### src/rtl/div_pkg.sv
// rtl/div_pkg.sv - shared types and op decode helpers for the iterative divider
package div_pkg;

  typedef enum logic [1:0] {
    DIV  = 2'b00,
    DIVU = 2'b01,
    REM  = 2'b10,
    REMU = 2'b11
  } div_op_t;

  typedef enum logic [1:0] {
    IDLE = 2'b00,
    CALC = 2'b01,
    FIX  = 2'b10,
    DONE = 2'b11
  } div_state_t;

  function automatic logic is_signed(div_op_t op);
    return (op == DIV) || (op == REM);
  endfunction

  function automatic logic is_rem(div_op_t op);
    return (op == REM) || (op == REMU);
  endfunction

endpackage

### src/rtl/div_step.sv
// rtl/div_step.sv - one restoring radix-2 iteration on the {rem, quo} pair
module div_step #(
  parameter int WIDTH = 32
) (
  input  logic [WIDTH-1:0] rem_in,
  input  logic [WIDTH-1:0] quo_in,
  input  logic [WIDTH-1:0] divisor,
  output logic [WIDTH-1:0] rem_out,
  output logic [WIDTH-1:0] quo_out
);

  logic [WIDTH:0] shifted;
  logic [WIDTH:0] diff;

  // rem < divisor on entry, so the kept value always fits back into WIDTH bits
  assign shifted = {rem_in, quo_in[WIDTH-1]};
  assign diff    = shifted - {1'b0, divisor};

  always_comb begin
    rem_out = diff[WIDTH] ? shifted[WIDTH-1:0] : diff[WIDTH-1:0];
    quo_out = {quo_in[WIDTH-2:0], ~diff[WIDTH]};
  end

endmodule

### src/rtl/div_unit.sv
// rtl/div_unit.sv - iterative RV32M divider (DIV/DIVU/REM/REMU), one quotient bit per cycle
module div_unit #(
  parameter int WIDTH = 32,
  parameter int CNT_W = $clog2(WIDTH)
) (
  input  logic             clk,
  input  logic             reset,
  input  logic             start,
  input  logic             flush,
  input  logic [1:0]       op,
  input  logic [WIDTH-1:0] dividend,
  input  logic [WIDTH-1:0] divisor,
  output logic             busy,
  output logic             done,
  output logic [WIDTH-1:0] result
);

  import div_pkg::*;

  localparam logic [WIDTH-1:0] MIN_NEG = {1'b1, {(WIDTH-1){1'b0}}};

  div_state_t       state_q, state_d;
  logic [CNT_W-1:0] cnt_q, cnt_d;
  logic [WIDTH-1:0] rem_q, rem_d;
  logic [WIDTH-1:0] quo_q, quo_d;
  logic [WIDTH-1:0] dvs_q, dvs_d;
  logic [WIDTH-1:0] result_q, result_d;
  div_op_t          op_q, op_d;
  logic             quo_neg_q, quo_neg_d;
  logic             rem_neg_q, rem_neg_d;

  logic [WIDTH-1:0] step_rem;
  logic [WIDTH-1:0] step_quo;
  div_op_t          op_in;
  logic             a_neg;
  logic             b_neg;

  div_step #(.WIDTH(WIDTH)) u_step (
    .rem_in  (rem_q),
    .quo_in  (quo_q),
    .divisor (dvs_q),
    .rem_out (step_rem),
    .quo_out (step_quo)
  );

  assign op_in = div_op_t'(op);
  assign a_neg = is_signed(op_in) && dividend[WIDTH-1];
  assign b_neg = is_signed(op_in) && divisor[WIDTH-1];

  always_comb begin
    state_d   = state_q;
    cnt_d     = cnt_q;
    rem_d     = rem_q;
    quo_d     = quo_q;
    dvs_d     = dvs_q;
    result_d  = result_q;
    op_d      = op_q;
    quo_neg_d = quo_neg_q;
    rem_neg_d = rem_neg_q;

    case (state_q)
      IDLE: begin
        if (start && !flush) begin
          op_d = op_in;
          if (divisor == '0) begin
            result_d = is_rem(op_in) ? dividend : '1;
            state_d  = DONE;
          end else if (is_signed(op_in) && dividend == MIN_NEG && divisor == '1) begin
            result_d = is_rem(op_in) ? '0 : MIN_NEG;
            state_d  = DONE;
          end else begin
            quo_d     = a_neg ? -dividend : dividend;
            dvs_d     = b_neg ? -divisor : divisor;
            quo_neg_d = a_neg ^ b_neg;
            rem_neg_d = a_neg;
            rem_d     = '0;
            cnt_d     = CNT_W'(WIDTH - 1);
            state_d   = CALC;
          end
        end
      end
      CALC: begin
        rem_d = step_rem;
        quo_d = step_quo;
        cnt_d = cnt_q - 1'b1;
        if (cnt_q == '0) begin
          state_d = FIX;
        end
      end
      FIX: begin
        if (is_rem(op_q)) begin
          result_d = rem_neg_q ? -rem_q : rem_q;
        end else begin
          result_d = quo_neg_q ? -quo_q : quo_q;
        end
        state_d = DONE;
      end
      DONE: begin
        state_d = IDLE;
      end
      default: begin
        state_d = IDLE;
      end
    endcase

    // A redirect abandons the operation; the previous result stays visible
    if (flush && state_q != IDLE) begin
      state_d  = IDLE;
      result_d = result_q;
    end
  end

  always_ff @(posedge clk or posedge reset) begin
    if (reset) begin
      state_q   <= IDLE;
      cnt_q     <= '0;
      rem_q     <= '0;
      quo_q     <= '0;
      dvs_q     <= '0;
      result_q  <= '0;
      op_q      <= DIV;
      quo_neg_q <= 1'b0;
      rem_neg_q <= 1'b0;
    end else begin
      state_q   <= state_d;
      cnt_q     <= cnt_d;
      rem_q     <= rem_d;
      quo_q     <= quo_d;
      dvs_q     <= dvs_d;
      result_q  <= result_d;
      op_q      <= op_d;
      quo_neg_q <= quo_neg_d;
      rem_neg_q <= rem_neg_d;
    end
  end

  assign busy   = (state_q != IDLE);
  assign done   = (state_q == DONE);
  assign result = result_q;

endmodule
### config.mk
export PLATFORM = sky130hd
export DESIGN_NAME = div_unit
export DESIGN_NICKNAME = d
export VERILOG_FILES = /design/src/rtl/div_pkg.sv /design/src/rtl/div_step.sv /design/src/rtl/div_unit.sv
export SDC_FILE = /design/constraint.sdc
export NUM_CORES = 1
export LEC_CHECK = 0
export CAP_MARGIN = 20
export CORE_AREA = 2 2 153 155
export DETAILED_ROUTE_END_ITERATION = 8
export DIE_AREA = 0 0 155 157
export PLACE_DENSITY = 0.76
export RECOVER_POWER = 25
export REMOVE_ABC_BUFFERS = 1
export SYNTH_ARGS = -nofsm -noshare
export SYNTH_HDL_FRONTEND = slang
export SYNTH_SLANG_ARGS = --single-unit
### constraint.sdc
create_clock -name clk -period 11.95 [get_ports clk]
set_clock_uncertainty 0.05 [all_clocks]
set_input_delay 3.585 -clock clk [delete_from_list [all_inputs] [get_ports clk]]
set_output_delay 3.585 -clock clk [all_outputs]
set_load 0.03 [all_outputs]
==> impl_metrics.ini, run 1 <==
[finish]
syn_to_final_growth_pct = 16.65
antenna_cells = 0
drive_gt1_share_pct = 4.526
fillers = 2053
final_nets = 1516
design_area_um2 = 12560

[clock_network]
cts_buffer_depth = 2
cts_buffers = 17
ctsHoldBuffers = 0
htree_levels = 4
clock-root-buffer = clkbuf_16
ctsResizeCount = 0
clk_pin_slew_ns = 0.06
clock_sinks = 138
cts_setup_buffers = 0
clock_latency_ns = 0.43
cts_tree = built

[synthesis]
synth_seq_area_share_pct = 32.06
synth-async-reset-ratio_pct = 100.0
ys_ff_latch = 138
syn_area_um2 = 10770
synth-edff-count = 0
avgSynthCellArea_um2 = 7.972
ys.flop_type = dfrtp_1
ys_types = 66
syn-instance-count = 1351
yosys_warnings = 0

[placed_design]
globalplace.congestion = 0.9037
portBuffers = 103
hpwl_um = 21850
dp_slack_ns = 3.696
placed_cell_area_um2 = 11990

[status]
violations = capacitance limit, slew limit
status = finished with violations

[sta]
drv_slew = 82
finalSetupTns_ns = 0
rsz0062_at_grt = false
setup_viol = 0
fin_crit_sh_pct = 67.05
tightest_slew_ns = 3.520
timing.fmax_ghz = 0.1248
period_minus_slack_ns = 8.012
slew_headroom_pct = -136.0
hold_viol = 0
worst_slack_ns = 3.938

[drt]
ant_nets = 0
drc = 0
vias = 10290
firstDrtPassIters = 6
wirelength_um = 30090
dr.first_iter.drc_count = 910
post_drt_via_cell_ratio = 6.055
wl_per_cell_um = 17.71

[worst_setup_path]
endpoint = cnt_q[3]$_DFFE_PP0P_
critPathKind = input pin to register
critPathLaunch = dividend[1]
cp.buffers_inverters = 4
cp.arrival_ns = 8.24
crit_fanout = 67
worstPathRequired_ns = 12.18
cpPeakStageDelay_ns = 0.59
cp_common_cell = buf_4
end_kind = register
critical-path-top-delay-family = simple AND/OR/NAND/NOR gates
r2r_end = rem_q[17]$_DFFE_PP0P_
cp-start-kind = input pin
path_cells = clkdlybuf4s50_1 > inv_1 > ha_1 > nor4b_1 > nand4_1 > nand3b_1 > o22ai_1 > nor2_4 > buf_4 > a21oi_4 > buf_4 > nor4_1 > xnor2_1 > nand2_1
slowest_stage = o22ai_1
r2r-start = quo_q[31]$_DFFE_PP0P_
rrSetupSlack_ns = 8.12
reg2reg_depth = 13
path_depth = 14

[global_route]
grt_overflow = 0
grt_first_pass_wirelength_um = 49360
grt_usage_pct = 25.10
antenna_found_initial = 0
grt_max_degree = 82
grt_pass1_vias = 9689

[floorplan]
num_rows = 55
die_y_um = 157
dieArea_um2 = 24340
pin_count = 104
dieWidth_um = 155
core_um2 = 22500
start_util_pct = 47.86

[pwr]
report.power.total_w = 0.002704
leakagePower_nw = 5.190
vdd_drop_max_mv = 0.09483
power_density_nw_per_um2 = 215.2

[flow_run]
maxCapViolCount = 1

[hold_path]
hp-class = register to register
==> per-stage QoR <==
| stage | util, % | hold WS [ns] | instances |
|---|---|---|---|
| floorplan | - | 0.4120 | 1267 |
| global placement | 53.27 | 0.4116 | 1668 |
| detailed placement | 53.27 | 0.4329 | 1668 |
| CTS | 55.85 | 0.4453 | 1699 |
| global route | 55.83 | 0.4637 | 1699 |
| finish | 55.83 | 0.4422 | 1699 |
==> area by class of cell <==
cell class	instances	area [µm²]	share of cell area (%)
sequential	138	3453	27.49
tap	285	356.6	2.838
inverter	56	211.5	1.683
multi-input combinational	1073	6833	54.39
timing repair buffer	116	1129	8.983
clock inverter	8	92.59	0.7370
clock buffer	23	488.0	3.884
==> metal layers <==
layer / routed length [µm] / vias up / global-route usage [%]
li1: - / 5010 / -
met1: 13680 / 4838 / 34.32
met2: 13640 / 383 / 40.72
met3: 1883 / 57 / 3.221
met4: 884 / 0 / 9.612
met5: 0 / - / 0
==> report_power, final <==
group | leakage [nW] | internal (W) | switching (W)
Clock | 0.289 | 0.000326 | 0.000201
Combinational | 3.17 | 0.000543 | 0.000821
Sequential | 1.73 | 0.000633 | 0.000180
Total | 5.19 | 0.00150 | 0.00120
==> synthesized netlist by cell type (42+ instances only) <==
cell	number	area share [%]
ha_1	43	5.0
nand3_1	45	2.1
nand4_1	42	2.4
dfrtp_1	138	32
clkbuf_1	74	2.6
a21oi_1	87	4.0
o21ai_0	104	4.8
nor2_1	134	4.7
xor2_1	70	5.7
nand2_1	151	5.3
inv_1	55	1.9
xnor2_1	82	6.7
==> worst min path at each step <==
stage	slack [ns]	cells after the start	from	end
finish	0.44	2	result[17]$_DFFE_PP0P_	result[17]$_DFFE_PP0P_
global route	0.46	2	result[17]$_DFFE_PP0P_	result[17]$_DFFE_PP0P_
global placement	0.41	2	result[17]$_DFFE_PP0P_	result[17]$_DFFE_PP0P_
detailed placement	0.43	2	result[18]$_DFFE_PP0P_	result[18]$_DFFE_PP0P_
floorplan	0.41	1	cnt_q[0]$_DFFE_PP0P_	cnt_q[0]$_DFFE_PP0P_
CTS	0.45	2	result[18]$_DFFE_PP0P_	result[18]$_DFFE_PP0P_
==> worst register-to-register path: cells and delay by family (launching register included) <==
kind | cells | cell delay (ns)
AOI/OAI and AO/OA | 6 | 1.73
buffers and inverters | 2 | 0.51
adders and majority gates | 2 | 0.48
DFF | 1 | 0.42
muxes | 1 | 0.24
xor gates and xnor gates | 1 | 0.20
and+or+nand+nor | 1 | 0.06
==> cells in the final DEF, fill, tap and decap left out, drive strengths merged, types with 10 or more instances in the layout <==
cell	synthesis	routed
nor2	135	135
nor3	18	18
o211ai	26	26
o41ai	20	20
nor4	10	10
nand4	42	42
dfrtp	138	138
nand2	151	151
a21oi	87	87
inv	55	54
buf	10	13
or3	14	14
nand3	45	45
o31ai	28	28
xnor2	82	82
o22ai	12	12
a221o	14	14
xor2	70	70
clkbuf	74	23
or4	21	21
a21o	13	13
o21ai	105	105
clkdlybuf4s50	0	102
nand2b	16	16
a31oi	23	23
ha	43	43
==> flip-flops by register name, summed over array words and instances (netlist names) <==
register / flops
quo_neg_q: 1
cnt_q: 5
rem_neg_q: 1
rem_q: 32
dvs_q: 32
result: 32
state_q: 2
op_q: 1
quo_q: 32
==> logic make-up after synthesis <==
family                   after synthesis  synth area share (%)
adder cells (fa/ha/maj)               44                 5.181
AO/OA/AOI/OAI                        388                 23.40
multiplexers                           8                0.7667
XOR/XNOR                             152                 12.36
buffers and inverters                140                 4.937
flip-flops                           138                 32.06
AND/OR/NAND/NOR                      481                 21.29
No activity file was read; power rests on OpenSTA's default activity.
==> run 2: changes to the inputs <==
- clock period: 11.95 -> 7.7 ns (I/O delays scaled with it)
==> impl_metrics.ini, run 2 (synthesized netlist as in run 1, its figures left out) <==
[finish]
design_area_um2 = 12650
final_nets = 1516
syn_to_final_growth_pct = 17.44
mostFrequentLayoutCells = 151 x nand2_1, 138 x dfrtp_1, 133 x nor2_1, 104 x o21ai_0, 102 x clkdlybuf4s50_1
final_common_cell = nand2_1
drive_gt1_share_pct = 4.664
fillers = 2038
fin_util_pct = 56.21
instances_no_fill = 1700
antenna_cells = 0

[global_route]
grt_use_met1_pct = 33.02
grt_overflow = 0
grt_first_pass_wirelength_um = 48060
gr-usage-met2_pct = 40.55
grt_max_degree = 97
grt_usage_pct = 24.64
busiest_layer = met2
grt_pass1_vias = 9500
antenna_found_initial = 0
use_met3_pct = 2.836

[flow_run]
maxCapViolCount = 1

[drt]
vias = 10250
post_drt_via_cell_ratio = 6.028
firstDrtPassIters = 6
dr.first_iter.drc_count = 805
wl_per_cell_um = 17.53
drc = 0
wirelength_um = 29800
ant_nets = 0

[floorplan]
die_y_um = 157
dieArea_um2 = 24340
core_um2 = 22500
num_rows = 55
pin_count = 104
start_util_pct = 47.86
dieWidth_um = 155

[placed_design]
placed_cell_area_um2 = 12010
globalplace.congestion = 0.9185
dp_slack_ns = 0.9039
hpwl_um = 21900
dpl.cell_count = 1668
portBuffers = 103

[clock_network]
ctsHoldBuffers = 0
cts_setup_buffers = 0
htree_levels = 4
clock_latency_ns = 0.43
clk_pin_slew_ns = 0.06
clock_sinks = 138
cts_buffer_depth = 2
clock-root-buffer = clkbuf_16
ctsResizeCount = 0
cts_buffers = 17
cts_tree = built

[sta]
setup_viol = 0
fin_crit_sh_pct = 83.49
timing.fmax_ghz = 0.1555
hold_viol = 0
rsz0062_at_grt = false
slew_headroom_pct = -144.0
drv_slew = 97
period_minus_slack_ns = 6.429
worst_slack_ns = 1.271
tightest_slew_ns = 3.660

[hold_path]
hp-start = result[27]$_DFFE_PP0P_
hp-class = register to register

[pwr]
power_density_nw_per_um2 = 338.5
vdd_drop_max_mv = 0.2179
leakagePower_nw = 5.226

[status]
violations = capacitance limit, slew limit
status = finished with violations

[worst_setup_path]
crit_fanout = 67
worstPathRequired_ns = 7.95
end_kind = register
critPathKind = input pin to register
cp.arrival_ns = 6.68
cp-start-kind = input pin
critPathLaunch = dividend[0]
r2r-start = quo_q[31]$_DFFE_PP0P_
## run 2: cell type report
cell class	count	area, µm²	area share (%)
multi-input cells	1073	6833	54.02
flip-flops and latches	138	3453	27.30
repair buffers	116	1149	9.081
clock buffers	21	480.5	3.799
well taps	285	356.6	2.819
inverters	56	210.2	1.662
clock inverters	11	166.4	1.316
## run 2: per-stage QoR
stage               total power, W  TNS, ns  hold slack [ns]
floorplan                 0.002685   -1.991           0.4120
global placement          0.003307        0           0.4127
detailed placement        0.003360        0           0.4181
CTS                       0.004263        0           0.4310
global route              0.004567        0           0.4599
finish                    0.004282        0           0.4313
## run 2: power by group
group          leakage, nW  total, W  switching (W)  internal, W
Clock                0.311  0.000904       0.000329     0.000575
Combinational         3.19   0.00212        0.00128     0.000845
Sequential            1.73   0.00125       0.000271     0.000982
Total                 5.23   0.00428        0.00188      0.00240
## run 2: worst paths after layout
kind	to	slack, ns	cells past startpoint
setup reg to reg	rem_q[17]$_DFFE_PP0P_	3.73	13
max in group asynchronous	result[21]$_DFFE_PP0P_	1.86	2
hold / removal	result[27]$_DFFE_PP0P_	0.43	2
setup / recovery	rem_q[28]$_DFFE_PP0P_	1.27	14
hold reg to reg	result[27]$_DFFE_PP0P_	0.43	2
min in group asynchronous	dvs_q[2]$_DFFE_PP0P_	3.64	2
## run 2: critical path: stages
cell and delay (ns):
clkdlybuf4s50_1 0.48, inv_1 0.09, ha_1 0.18, nor4b_1 0.56
nand4_1 0.36, nand3b_1 0.39, o22ai_1 0.54, nor2_4 0.02
buf_4 0.32, a21o_1 0.24, and2_0 0.49, buf_4 0.37
a32oi_1 0.20, o21ai_0 0.12
## run 2: layer usage
layer / routed length [µm] / vias to the layer above
met5: 0 / -
met2: 13760 / 380
met4: 907 / 0
met3: 1965 / 58
met1: 13170 / 4801
li1: - / 5009
